===== src/rtl/soundrive_sd_dac.sv =====
// soundrive_sd_dac
// Stereo mixer and first-order sigma-delta DAC that sits behind the
// Soundrive/Covox channel latches.
//
// Every DIV clk28 cycles the four 8-bit channel registers and the beeper are
// captured into a snapshot. A small sequencer then forms the left and right
// sums through one shared adder and commits them to mix_l/mix_r. Two free
// running sigma-delta modulators turn the committed sums into 1-bit
// pulse-density streams for the board RC filters.
//
// Parameters
//   DIV         clk28 cycles per mix update (8..1024)
//   BEEP_LEVEL  amplitude added to both sides while the beeper is high
//
// Ports
//   clk28     in   system clock, 28 MHz
//   rst       in   asynchronous reset, active-high
//   en        in   block enable; low mutes the outputs and holds the sequencer idle
//   beeper    in   beeper level
//   ch_l0/l1  in   left channel registers, unsigned 8-bit
//   ch_r0/r1  in   right channel registers, unsigned 8-bit
//   mix_l     out  last committed left sum, unsigned 10-bit
//   mix_r     out  last committed right sum, unsigned 10-bit
//   mix_stb   out  one-cycle pulse on the cycle after mix_l/mix_r update
//   dac_l     out  left sigma-delta bitstream
//   dac_r     out  right sigma-delta bitstream

module soundrive_sd_dac #(
  parameter int unsigned DIV        = 64,
  parameter logic [7:0]  BEEP_LEVEL = 8'd255
) (
  input  logic       clk28,
  input  logic       rst,
  input  logic       en,
  input  logic       beeper,
  input  logic [7:0] ch_l0,
  input  logic [7:0] ch_l1,
  input  logic [7:0] ch_r0,
  input  logic [7:0] ch_r1,
  output logic [9:0] mix_l,
  output logic [9:0] mix_r,
  output logic       mix_stb,
  output logic       dac_l,
  output logic       dac_r
);

  localparam int unsigned     CW   = $clog2(DIV);
  localparam logic [CW-1:0]   LAST = CW'(DIV - 1);

  typedef enum logic [2:0] {
    S_IDLE,
    S_SNAP,
    S_ADD_L,
    S_ADD_R,
    S_COMMIT
  } state_t;

  // ---------------------------------------------------------------------------
  // Rate divider
  // ---------------------------------------------------------------------------
  logic [CW-1:0] cnt;
  logic          tick;

  always_ff @(posedge clk28 or posedge rst) begin
    if (rst) begin
      cnt <= '0;
    end else if (!en) begin
      cnt <= '0;
    end else if (cnt == LAST) begin
      cnt <= '0;
    end else begin
      cnt <= cnt + CW'(1);
    end
  end

  assign tick = en && (cnt == LAST);

  // ---------------------------------------------------------------------------
  // Sequencer
  // ---------------------------------------------------------------------------
  state_t state_q, state_d;
  logic   snap_en;
  logic   load_l;
  logic   load_r;
  logic   commit;

  // Snapshot registers
  logic [7:0] snap_l0, snap_l1, snap_r0, snap_r1;
  logic       snap_beep;

  // Shared adder operands
  logic [7:0] add_a, add_b;
  logic       add_beep;
  logic [9:0] add_sum;

  always_ff @(posedge clk28 or posedge rst) begin
    if (rst) begin
      state_q <= S_IDLE;
    end else begin
      state_q <= state_d;
    end
  end

  always_comb begin
    state_d  = state_q;
    snap_en  = 1'b0;
    load_l   = 1'b0;
    load_r   = 1'b0;
    commit   = 1'b0;
    add_a    = snap_l0;
    add_b    = snap_l1;
    add_beep = snap_beep;

    case (state_q)
      S_IDLE: begin
        if (tick) state_d = S_SNAP;
      end
      S_SNAP: begin
        snap_en = 1'b1;
        state_d = S_ADD_L;
      end
      S_ADD_L: begin
        add_a   = snap_l0;
        add_b   = snap_l1;
        load_l  = 1'b1;
        state_d = S_ADD_R;
      end
      S_ADD_R: begin
        add_a   = snap_r0;
        add_b   = snap_r1;
        load_r  = 1'b1;
        state_d = S_COMMIT;
      end
      S_COMMIT: begin
        commit  = 1'b1;
        state_d = S_IDLE;
      end
      default: begin
        state_d = S_IDLE;
      end
    endcase

    // Dropping en abandons whatever sample is in flight.
    if (!en) begin
      state_d = S_IDLE;
      snap_en = 1'b0;
      load_l  = 1'b0;
      load_r  = 1'b0;
      commit  = 1'b0;
    end
  end

  // Max 255 + 255 + 255 = 765, so 10 bits never overflow.
  assign add_sum = {2'b00, add_a} + {2'b00, add_b}
                 + (add_beep ? {2'b00, BEEP_LEVEL} : 10'd0);

  always_ff @(posedge clk28 or posedge rst) begin
    if (rst) begin
      snap_l0   <= '0;
      snap_l1   <= '0;
      snap_r0   <= '0;
      snap_r1   <= '0;
      snap_beep <= 1'b0;
    end else if (snap_en) begin
      snap_l0   <= ch_l0;
      snap_l1   <= ch_l1;
      snap_r0   <= ch_r0;
      snap_r1   <= ch_r1;
      snap_beep <= beeper;
    end
  end

  // ---------------------------------------------------------------------------
  // Partial sums, committed mix and strobe
  // ---------------------------------------------------------------------------
  logic [9:0] sum_l, sum_r;
  logic       commit_q;

  always_ff @(posedge clk28 or posedge rst) begin
    if (rst) begin
      sum_l    <= '0;
      sum_r    <= '0;
      mix_l    <= '0;
      mix_r    <= '0;
      commit_q <= 1'b0;
      mix_stb  <= 1'b0;
    end else if (!en) begin
      sum_l    <= '0;
      sum_r    <= '0;
      mix_l    <= '0;
      mix_r    <= '0;
      commit_q <= 1'b0;
      mix_stb  <= 1'b0;
    end else begin
      if (load_l) sum_l <= add_sum;
      if (load_r) sum_r <= add_sum;
      if (commit) begin
        mix_l <= sum_l;
        mix_r <= sum_r;
      end
      // The strobe trails the mix register by one cycle so consumers see
      // settled values whenever mix_stb is high.
      commit_q <= commit;
      mix_stb  <= commit_q;
    end
  end

  // ---------------------------------------------------------------------------
  // First-order sigma-delta modulators; the carry out of the accumulator is
  // the output bit, giving a density of mix/1024.
  // ---------------------------------------------------------------------------
  logic [9:0] acc_l, acc_r;

  always_ff @(posedge clk28 or posedge rst) begin
    if (rst) begin
      acc_l <= '0;
      acc_r <= '0;
      dac_l <= 1'b0;
      dac_r <= 1'b0;
    end else if (!en) begin
      acc_l <= '0;
      acc_r <= '0;
      dac_l <= 1'b0;
      dac_r <= 1'b0;
    end else begin
      {dac_l, acc_l} <= {1'b0, acc_l} + {1'b0, mix_l};
      {dac_r, acc_r} <= {1'b0, acc_r} + {1'b0, mix_r};
    end
  end

endmodule


===== config.mk =====
export PLATFORM = sky130hd
export DESIGN_NAME = soundrive_sd_dac
export DESIGN_NICKNAME = d
export VERILOG_FILES = /design/src/rtl/soundrive_sd_dac.sv
export SDC_FILE = /design/constraint.sdc
export NUM_CORES = 1
export LEC_CHECK = 0
export BUFFER_PORTS_ARGS = -buffer_cell sky130_fd_sc_hd__buf_2
export CORE_UTILIZATION = 25
export DETAILED_ROUTE_END_ITERATION = 10
export MAX_ROUTING_LAYER = met4
export PLACE_DENSITY_LB_ADDON = 0.25
export SLEW_MARGIN = 15
export SYNTH_ARGS = -nofsm -noshare
export SYNTH_HDL_FRONTEND = slang
export SYNTH_SLANG_ARGS = --single-unit

===== constraint.sdc =====
create_clock -name clk28 -period 4.6 [get_ports clk28]
set_input_delay 0.46 -clock clk28 [delete_from_list [all_inputs] [get_ports clk28]]
set_output_delay 0.46 -clock clk28 [all_outputs]
set_load 0.03 [all_outputs]

==> results by stage, run 1 <==
Synthesis:
- The most instantiated flip-flop cell in the synthesis netlist is dfrtp_1.
- Of the total synthesized cell area, the portion taken by full adders, half adders and majority gates is between 10% and 20%.
- The post-synthesis xor/xnor area fraction is between 2 and 3%.
- In the synthesized netlist the async set-or-reset flop fraction comes to between 90% and 100%.
- Sorting the synthesized cells by area gives the leading types as dfrtp_1 (50%), mux2_2 (6.8%), ha_1 (6.6%), fa_1 (4.1%), mux2i_1 (3.4%).
- The cell count after synthesis is 462.
- Summing the areas of all and, or, nand and nor instances in the mapped netlist gives 10.3% of the synthesized area.
- The number of nets in the synthesized netlist is 537.
- The synthesized design contains 0 enable-type register cells.
- The multiplexer share of the synthesized area is approximately a tenth.
- The synthesized netlist contains 39 unique library cells.
- For this run, the register share of the synthesized area comes to between 40% and 50%.
- The mapped netlist covers about 0.0053 sq mm.
- The share of the synthesized area in the top cell type is approximately half.
- dfrtp_1 takes more of the synthesized area than any other cell.
- The register bit count reported by yosys is about 110.
- The average instance in the mapped netlist occupies around 11 sq um.
- The compound-cell area share of the yosys netlist is between 10% and 20%.
- The total of warnings raised by yosys is 0.
- By area, the combinational part of the netlist is dominated by compound AO/OA/AOI/OAI gates.

Global route:
- The global-route layer with the greatest usage is met2.
- The pin count of the biggest net entering global routing is 69.
- Global routing used between 3 and 4% of the available met3 tracks.
- The initial antenna violation count came to 0.
- The via count of the first global-routing pass is ~3600.
- The met2 layer usage reported by global route is between 10% and 20%.
- The overall routing resource usage is between 10 and 15%.
- For met1 alone, demand over resource in global routing was roughly 15%.
- The first-pass GRT wire length is about 19000 um.
- The total overflow left after global routing is 0.

Worst setup path:
- The maximum fanout count along the critical path is 9.
- The maximum cell stage delay along the critical path is 0.52 ns.
- The critical path arrival is between 3 and 4 ns.
- On the critical path, the stage with the largest delay is an instance of dfrtp_1.
- STA puts the critical path data required time at 4.83 ns.
- The sum of buffers and inverters on the critical path is 0.
- The critical path goes through nand3b_1 > nand2_1 > nand2_1 > fa_1 > ha_1 > fa_1 > a211oi_1 > o21bai_1 > a21o_1 > xnor2_1 > o21ai_0.
- The kind of cell with the highest combined delay along the critical path is adder cells.
- The critical path is of the reg2reg type.
- The element type at the critical path start is a register.
- STA classifies the critical path endpoint as a register.

Timing:
- The number of hold-slack violations in the final timing report is 0.
- Setup total negative slack on the finished layout was measured at 0 ns.
- The worst-case clock skew is slightly below 0.009 ns.
- Derived from the worst setup path, the maximum achievable clock frequency is ~290 MHz.
- In this run the tightest slew margin relative to its limit is 42.6%.
- Setup repair after global routing left no endpoint under its margin.
- Hold is met by 0.289 ns.
- The slew at the pin closest to its max-slew limit is between 0.8 and 0.9 ns.
- The post-route minimum period is around 3.4 ns.
- After layout, the worst path uses about three quarters of the clock period.
- The number of pins with negative max-slew slack in the final report is 0.
- The final number of setup-violating endpoints is 0.

CTS:
- The post-cts hold buffer count is 0.
- The clock drives roughly 110 sinks.
- The total setup buffers inserted after CTS is 0.
- No sink is reached through more buffers than the 2 on the longest clock path.
- The tree is rooted in a clkbuf_16.
- After clock tree synthesis, the clock-pin slew on the worst setup and hold paths is approximately 0.070 ns.
- TritonCTS built the clock tree.
- The clock tree synthesis step divided the H-tree into 3 levels.
- The post-CTS resize count is 0.
- The number of buffers inserted during clock tree synthesis is 9.
- The clock reaches the later pin of the worst-skew pair after roughly 0.35 ns.

Final layout:
- Cells with a size suffix above 1 make up between 20% and 30% of the layout.
- The number of antenna repair diodes is 0.
- The area growth from synthesis to layout is 16.2%.
- The final layout contains between 500 and 600 nets.

Hold path:
- The worst min-delay path class is in2async.

Power:
- The cell area power density is 363 mW/mm^2.
- Across the VDD grid, the largest voltage drop is 183 uV.
- For this design the total switching power over the nets is approximately 0.65 mW.
- Internal power comes to roughly 1.6 mW.
- Net switching is about 29% of the power.
- The share of total power in sequential cells is ~44%.
- Combinational cells account for between 20% and 30% of the total power.
- The share of power burned in the clock network is between 30% and 40%.
- The static leakage is 3.11 nW.

Floorplanning:
- For this design the top-level I/O count stands at between 50 and 60.
- After floorplanning, the core was sized to cover 0.0205 sq mm.
- The die covers 0.0218 sq mm.
- The die is 148 um wide.
- The starting density of the core is approximately 26%.
- The number of placement rows is 52.
- The vertical die dimension is about 150 um.

Detailed routing:
- The overall routed net length is about 11000 um.
- The DRC marker count from the first detailed-route iteration is approximately 150.
- The total iterations of the first detailed-routing run is 6.
- In the final routed layout, each cell accounts on average for roughly 14 um.
- After detailed routing, the number of remaining DRC violations is 0.
- The total number of vias is approximately 3500.
- The number of nets with antenna violations after detailed routing is 0.
- Using the TritonRoute via totals, the vias-per-cell ratio works out to 4.40.

Flow run:
- Across the run, the number of max-cap violations was 0.

Placement:
- After legalization and detailed placement, the total HPWL measured 8330 um.
- The global placer's final weighted congestion is between 0.7 and 0.8.
- In this run the tool buffered the top-level ports with 58 buffer cells.

Status:
- The run finished with clean final reports.
## power by group through the flow
| stage | Clock [mW] | Combinational (mW) | Sequential [mW] |
|---|---|---|---|
| 6_report | 0.772 | 0.475 | 0.994 |
| 4_1_cts | 0.803 | 0.483 | 0.995 |
| 3_5_place_dp | 0 | 0.479 | 1.01 |
| 5_1_grt | 0.841 | 0.534 | 1.00 |
| 2_1_floorplan | 0 | 0.347 | 1.01 |
| 3_3_place_gp | 0 | 0.474 | 1.01 |
## worst reg2reg max path: stages, from the launching register on
cell and delay (ns):
dfrtp_1 0.52, nand3b_1 0.46, nand2_1 0.20, nand2_1 0.09
fa_1 0.46, ha_1 0.26, fa_1 0.44, a211oi_1 0.23
o21bai_1 0.10, a21o_1 0.21, xnor2_1 0.20, o21ai_0 0.12
## metrics by stage
stage / total power [mW] / setup WS, ns / cell area [sq um] / std cells / utilization, %
6_report: 2.24 / 1.20 / 6170 / 792 / 30.1
5_1_grt: 2.38 / 0.911 / 6170 / 792 / 30.1
4_1_cts: 2.28 / 1.19 / 6170 / 792 / 30.1
3_5_place_dp: 1.49 / 1.21 / 5870 / 776 / 28.7
3_3_place_gp: 1.49 / 1.34 / 5870 / 776 / 28.7
2_1_floorplan: 1.35 / 1.35 / 5310 / 462 / -
## layout by cell type (no fill, tap or decap), types with 10 or more instances in the layout
master    netlist  final
nor2_1         28     28
ha_1           28     28
xnor2_1        12     12
buf_2           7     58
inv_1          17     16
nand2_1        35     35
fa_1           11     11
mux2i_1        18     18
a211oi_1       12     12
dfrtp_1       106    106
mux2_2         32     32
a22o_1         20     20
a21oi_1        34     34
nand3_1        10     10
o21ai_0        13     13
## Yosys cell counts (2+ instances only)
library cell,count
dfrtp_1,106
nand2_1,35
a21oi_1,34
mux2_2,32
ha_1,28
nor2_1,28
a22o_1,20
mux2i_1,18
inv_1,17
o21ai_0,13
a211oi_1,12
xnor2_1,12
fa_1,11
nand3_1,10
and2_1,8
clkbuf_1,8
nand2b_1,8
a21o_1,7
buf_2,7
xor2_1,6
nor3_1,5
and3_1,4
o21ai_1,4
o21bai_1,4
a31oi_1,3
buf_6,3
nand3b_1,3
a21boi_1,2
nor3b_1,2
o41ai_1,2
or3_1,2
## state kept, by name, indices dropped and copies added (netlist names), 3 cells and up
register	count
acc_l	10
acc_r	10
mix_l	10
mix_r	10
sum_l	10
sum_r	10
snap_l0	8
snap_l1	8
snap_r0	8
snap_r1	8
cnt	6
state_q	3
## kinds of logic (layout without fill, tap and decap cells)
group                    count (synthesis)  count (layout)
multiplexers                            50              50
XOR/XNOR                                18              18
flip-flops                             106             106
buffers and inverters                   37              97
AO/OA/AOI/OAI                          102             102
adder cells (fa/ha/maj)                 39              39
AND/OR/NAND/NOR                        110             110
## area by class of cell
class / count / area [sq um]
Sequential cell: 106 / 2650
Clock inverter: 6 / 65.1
Multi-Input combinational cell: 319 / 2480
Fill cell: 2121 / 14300
Tap cell: 270 / 338
Timing Repair Buffer: 64 / 335
Inverter: 17 / 66.3
Clock buffer: 10 / 229
## final timing paths
path	slack, ns	depth (start not counted)	start	to
max in group asynchronous	3.27	3	rst	acc_l[6]
worst max register to register	1.20	11	state_q[1]	sum_l[7]
worst max-delay path	1.20	11	state_q[1]	sum_l[7]
min in group clk28	0.33	3	beeper	add_beep
worst min-delay path	0.29	2	rst	snap_r0[6]
worst min register to register	0.46	1	commit_q	mix_stb
## layer usage
layer / up-vias / wire length (um)
met4: 0 / 114
met3: 10 / 425
met1: 1666 / 5730
met5: - / 0
li1: 1742 / -
met2: 68 / 5010
(Power assumes the default switching activity.)
==> run 2: changes to the inputs <==
--- a/config.mk
+++ b/config.mk
@@ -5,6 +5,7 @@
 export SDC_FILE = /design/constraint.sdc
 export NUM_CORES = 1
 export LEC_CHECK = 0
+export ABC_AREA = 1
 export BUFFER_PORTS_ARGS = -buffer_cell sky130_fd_sc_hd__buf_2
 export CORE_UTILIZATION = 25
 export DETAILED_ROUTE_END_ITERATION = 10
==> constraint.sdc (replaced) <==
create_clock -name clk28 -period 3.15 [get_ports clk28]
set_input_delay 0.315 -clock clk28 [delete_from_list [all_inputs] [get_ports clk28]]
set_output_delay 0.315 -clock clk28 [all_outputs]
set_load 0.03 [all_outputs]
==> run 2 against run 1 <==
  * The run now ends with DRC left
  * Critical path depth rose by 5
  * Total power is 140% higher
  * Combinational power rose to 4.7 times the previous value
  * First-iteration DRC count grew 2.0%
  * Critical path type unchanged
  * Largest power group is now combinational cells
  * Highest routed layer unchanged
==> results by stage, run 2 <==
Status:
- The flow ran to the end, but the final reports show violations.
- The final reports fail on DRC.

Placement:
- The number of port buffers is between 50 and 60.
- The HPWL after detailed placement is 8890 um.
- The global placer's final weighted congestion is 0.771.

Worst setup path:
- The data required time at the worst endpoint is about 3.4 ns.
- The critical path arrival is 3.10 ns.
- The critical path starts at state_q[2].
- The category of the worst setup path capture point is a register.
- The worst setup path is launched from a register.
- The startpoint of the worst register-to-register path is state_q[2].
- The critical path is of the reg2reg type.
- In this run the worst path has a maximum fanout of 16.

Timing:
- The fraction of the cycle the final worst path needs is 90.8%.
- Headroom to the max-slew limit came out at between 50% and 60%.
- The final setup TNS is 0 ns.
- Between clock sinks in the finished design, the worst skew comes to between 0.004 and 0.005 ns.
- The slew at the pin closest to its max-slew limit is between 0.6 and 0.7 ns.
- Setup repair after global routing left no endpoint under its margin.
- Setup violations remaining at the end of the flow were counted as 0.
- Across all hold checks on the routed design, the worst slack comes to between 0.07 and 0.08 ns.
- The number of hold-slack violations in the final timing report is 0.
- Counting I/O delays and the setup requirement, the final critical path takes 2.86 ns.
- The achievable clock frequency is between 300 and 400 MHz.
- The number of pins with negative max-slew slack in the final report was 0.

Synthesis:
- After synthesis the netlist holds a flip-flop and latch count of 106.
- Sorting the synthesized cells by area gives the leading types as dfrtp_1 (47%), nand2_1 (10%), mux2_4 (7.4%), ha_1 (6.2%), inv_1 (4.7%).
- Counting instances in the post-synthesis netlist gives the leading cell types as nand2_1 (154), dfrtp_1 (106), inv_1 (71).
- Summed over all instances, the cell type with the most area after synthesis is dfrtp_1.
- The post-synthesis net count is roughly 680.
- Yosys mapped a number of flops with a built-in enable equal to 0.
- The number of distinct standard cells referenced by the synthesized netlist is 29.
- The sequential element share of the synthesized area is ~47%.
- The share of the synthesized area in the top cell type is roughly 47%.
- The cell with the most instances after synthesis is nand2_1.
- Yosys printed 0 warnings.
- The cell count after synthesis is between 600 and 700.
- Among all flip-flop cells after synthesis, the most frequent one is dfrtp_1.
- The mean area per synthesized cell is 9.32 sq um.
- After synthesis, the share of flip-flops with an asynchronous set or reset is 100%.
- The synthesized netlist occupies a cell area of about 0.0056 sq mm.

Detailed routing:
- Dividing the detail-routed wire length by the instance count gives approximately 13 um.
- The routed design has between 10000 and 15000 um of wire.
- The first detailed-routing pass took 7 iterations.
- The total number of vias is between 4000 and 5000.
- The total DRC errors in the routed layout is 3.
- Using the TritonRoute via totals, the vias-per-cell ratio works out to about 4.2.
- The detailed router finished its first iteration with around 150 violations.
- In this run the remaining antenna-violating nets after routing total 0.

Floorplanning:
- The vertical die dimension is approximately 150 um.
- In this run the standard cell core region covers 0.0220 sq mm.
- Once the floorplan was initialized, standard cells occupied 25.7% of the core.
- The horizontal die dimension is between 150 and 200 um.
- The total die area is roughly 0.023 sq mm.
- The number of placement rows is 54.
- The boundary pin count is a little under 60.

Final layout:
- In the final design database the tool counted ~740 nets.
- The commonest non-fill, non-tap cell in the layout is nand2_1.
- The layout filler cell count is roughly 2300.
- 0 antenna diodes ended up in the layout.
- Summing all flip-flop and latch instances after layout gives between 0.002 and 0.003 sq mm.
- The fraction of layout instances using a drive strength above 1 is 17.7%.
- The area growth from synthesis to layout is 16.5%.
- In the layout the commonest cells are nand2_1 (153), dfrtp_1 (106), inv_1 (70).
- The total area of multi-input combinational cells is 0.00262 sq mm.

Power:
- The power consumption is ~5.3 mW.
- The cell area power density is roughly 800 mW/mm^2.
- Across the VDD grid, the largest voltage drop is 425 uV.
- Summed over all cells, the static leakage comes to between 3 and 4 nW.

Flow run:
- Across the run, the number of max-cap violations was 0.

CTS:
- Post-CTS timing repair inserted 0 buffers for setup.
- The clock reaches the later pin of the worst-skew pair after around 0.35 ns.
- Once the clock tree was built, the resizer swapped 0 gates to a different size.
- The H-tree generated during clock tree synthesis spans 3 levels.
- The TritonCTS clock tree is done.
- The tree built by TritonCTS fans out to around 110 sinks.
- Buffers inserted to repair hold after CTS numbered 0.
- The number of buffers inserted during clock tree synthesis is 9.
- CTS placed an instance of clkbuf_16 at the clock tree root.
- The clock passes through at most 2 buffers.
- Clock-pin slew was measured on the worst setup and hold paths at roughly 0.070 ns.

Global route:
- The overall routing resource usage is between 10% and 20%.
- The via count of the first global-routing pass is between 3000 and 4000.
- The initial antenna violation count is 0.
- Global routing finished with a remaining overflow of 0.
- The first global-routing pass estimated 20500 um of wire.
- The pin count of the biggest net entering global routing is 55.

Hold path:
- The path class of the tightest hold or removal check is in2async.
==> run 2: cell count changes after synthesis, sizes merged, moves of 12 or more <==
cell / before / now
nand2: 35 / 154
o21ai: 17 / 34
inv: 17 / 73
a211oi: 12 / 0
nand3: 10 / 42
xnor2: 12 / 0
nor2: 28 / 51
a22o: 20 / 0
==> run 2: area by class of cell <==
| cell class | instances | area share, % |
|---|---|---|
| flip-flops and latches | 106 | 40.3 |
| multi-input cells | 411 | 39.8 |
| repair buffers | 65 | 5.59 |
| well taps | 280 | 5.33 |
| inverters | 73 | 4.20 |
| clock buffers | 14 | 3.86 |
| clock inverters | 2 | 0.913 |
==> run 2: layer usage <==
layer	share of wire, %	wire length [um]	vias to the layer above	track usage, %
met5	0	0	-	-
met4	0.96	115	0	2.92
met3	3.4	406	10	3.01
met2	43	5080	59	16.7
met1	53	6330	1854	15.5
li1	-	-	2079	-
==> run 2: cell families after synthesis <==
logic type / after synthesis / share of synthesized area [%]
xor+xnor: 1 / 0.155
simple gates: 261 / 19.4
compound gates: 64 / 5.87
flops: 106 / 47.0
buf+inv: 89 / 6.76
mux: 46 / 10.7
fa+ha+maj: 39 / 10.1
==> run 2: worst paths after layout <==
kind	slack [ns]	cells past startpoint	to
worst max-delay path	0.29	16	sum_l[9]
worst min-delay path	0.08	2	snap_r0[0]
worst max register to register	0.29	16	sum_l[9]
worst min register to register	0.43	2	mix_stb
max in group asynchronous	2.36	3	snap_l1[7]
min in group clk28	0.19	2	snap_r0[3]
==> run 2: worst max-delay path: stages, from the launching register on <==
cell and delay, ns:
dfrtp_1 0.43, nor2_4 0.18, nand2_2 0.11, buf_12 0.17
nand2_1 0.06, nand2_1 0.07, fa_1 0.45, ha_1 0.24
fa_1 0.39, nand2_1 0.10, nand2_1 0.09, nand3b_1 0.11
nand2_1 0.05, nand2_1 0.10, nand2_1 0.08, nand3_1 0.07
nand2_1 0.05
==> run 2: metrics by stage <==
step / instance area [sq um] / cells / util (%) / setup WS [ns]
after floorplan: 5650 / 606 / - / 0.0461
after global placement: 6260 / 935 / 28.5 / 0.302
after detailed placement: 6260 / 935 / 28.5 / 0.236
after CTS: 6570 / 951 / 29.9 / 0.214
after global routing: 6580 / 951 / 29.9 / 0.0445
final: 6580 / 951 / 29.9 / 0.289
==> run 2: power breakdown <==
part           total [mW]  switching [mW]  internal, mW
clock network        1.21           0.490         0.721
registers            1.82           0.171          1.65
logic                2.25            1.24          1.00
total                5.28            1.90          3.38
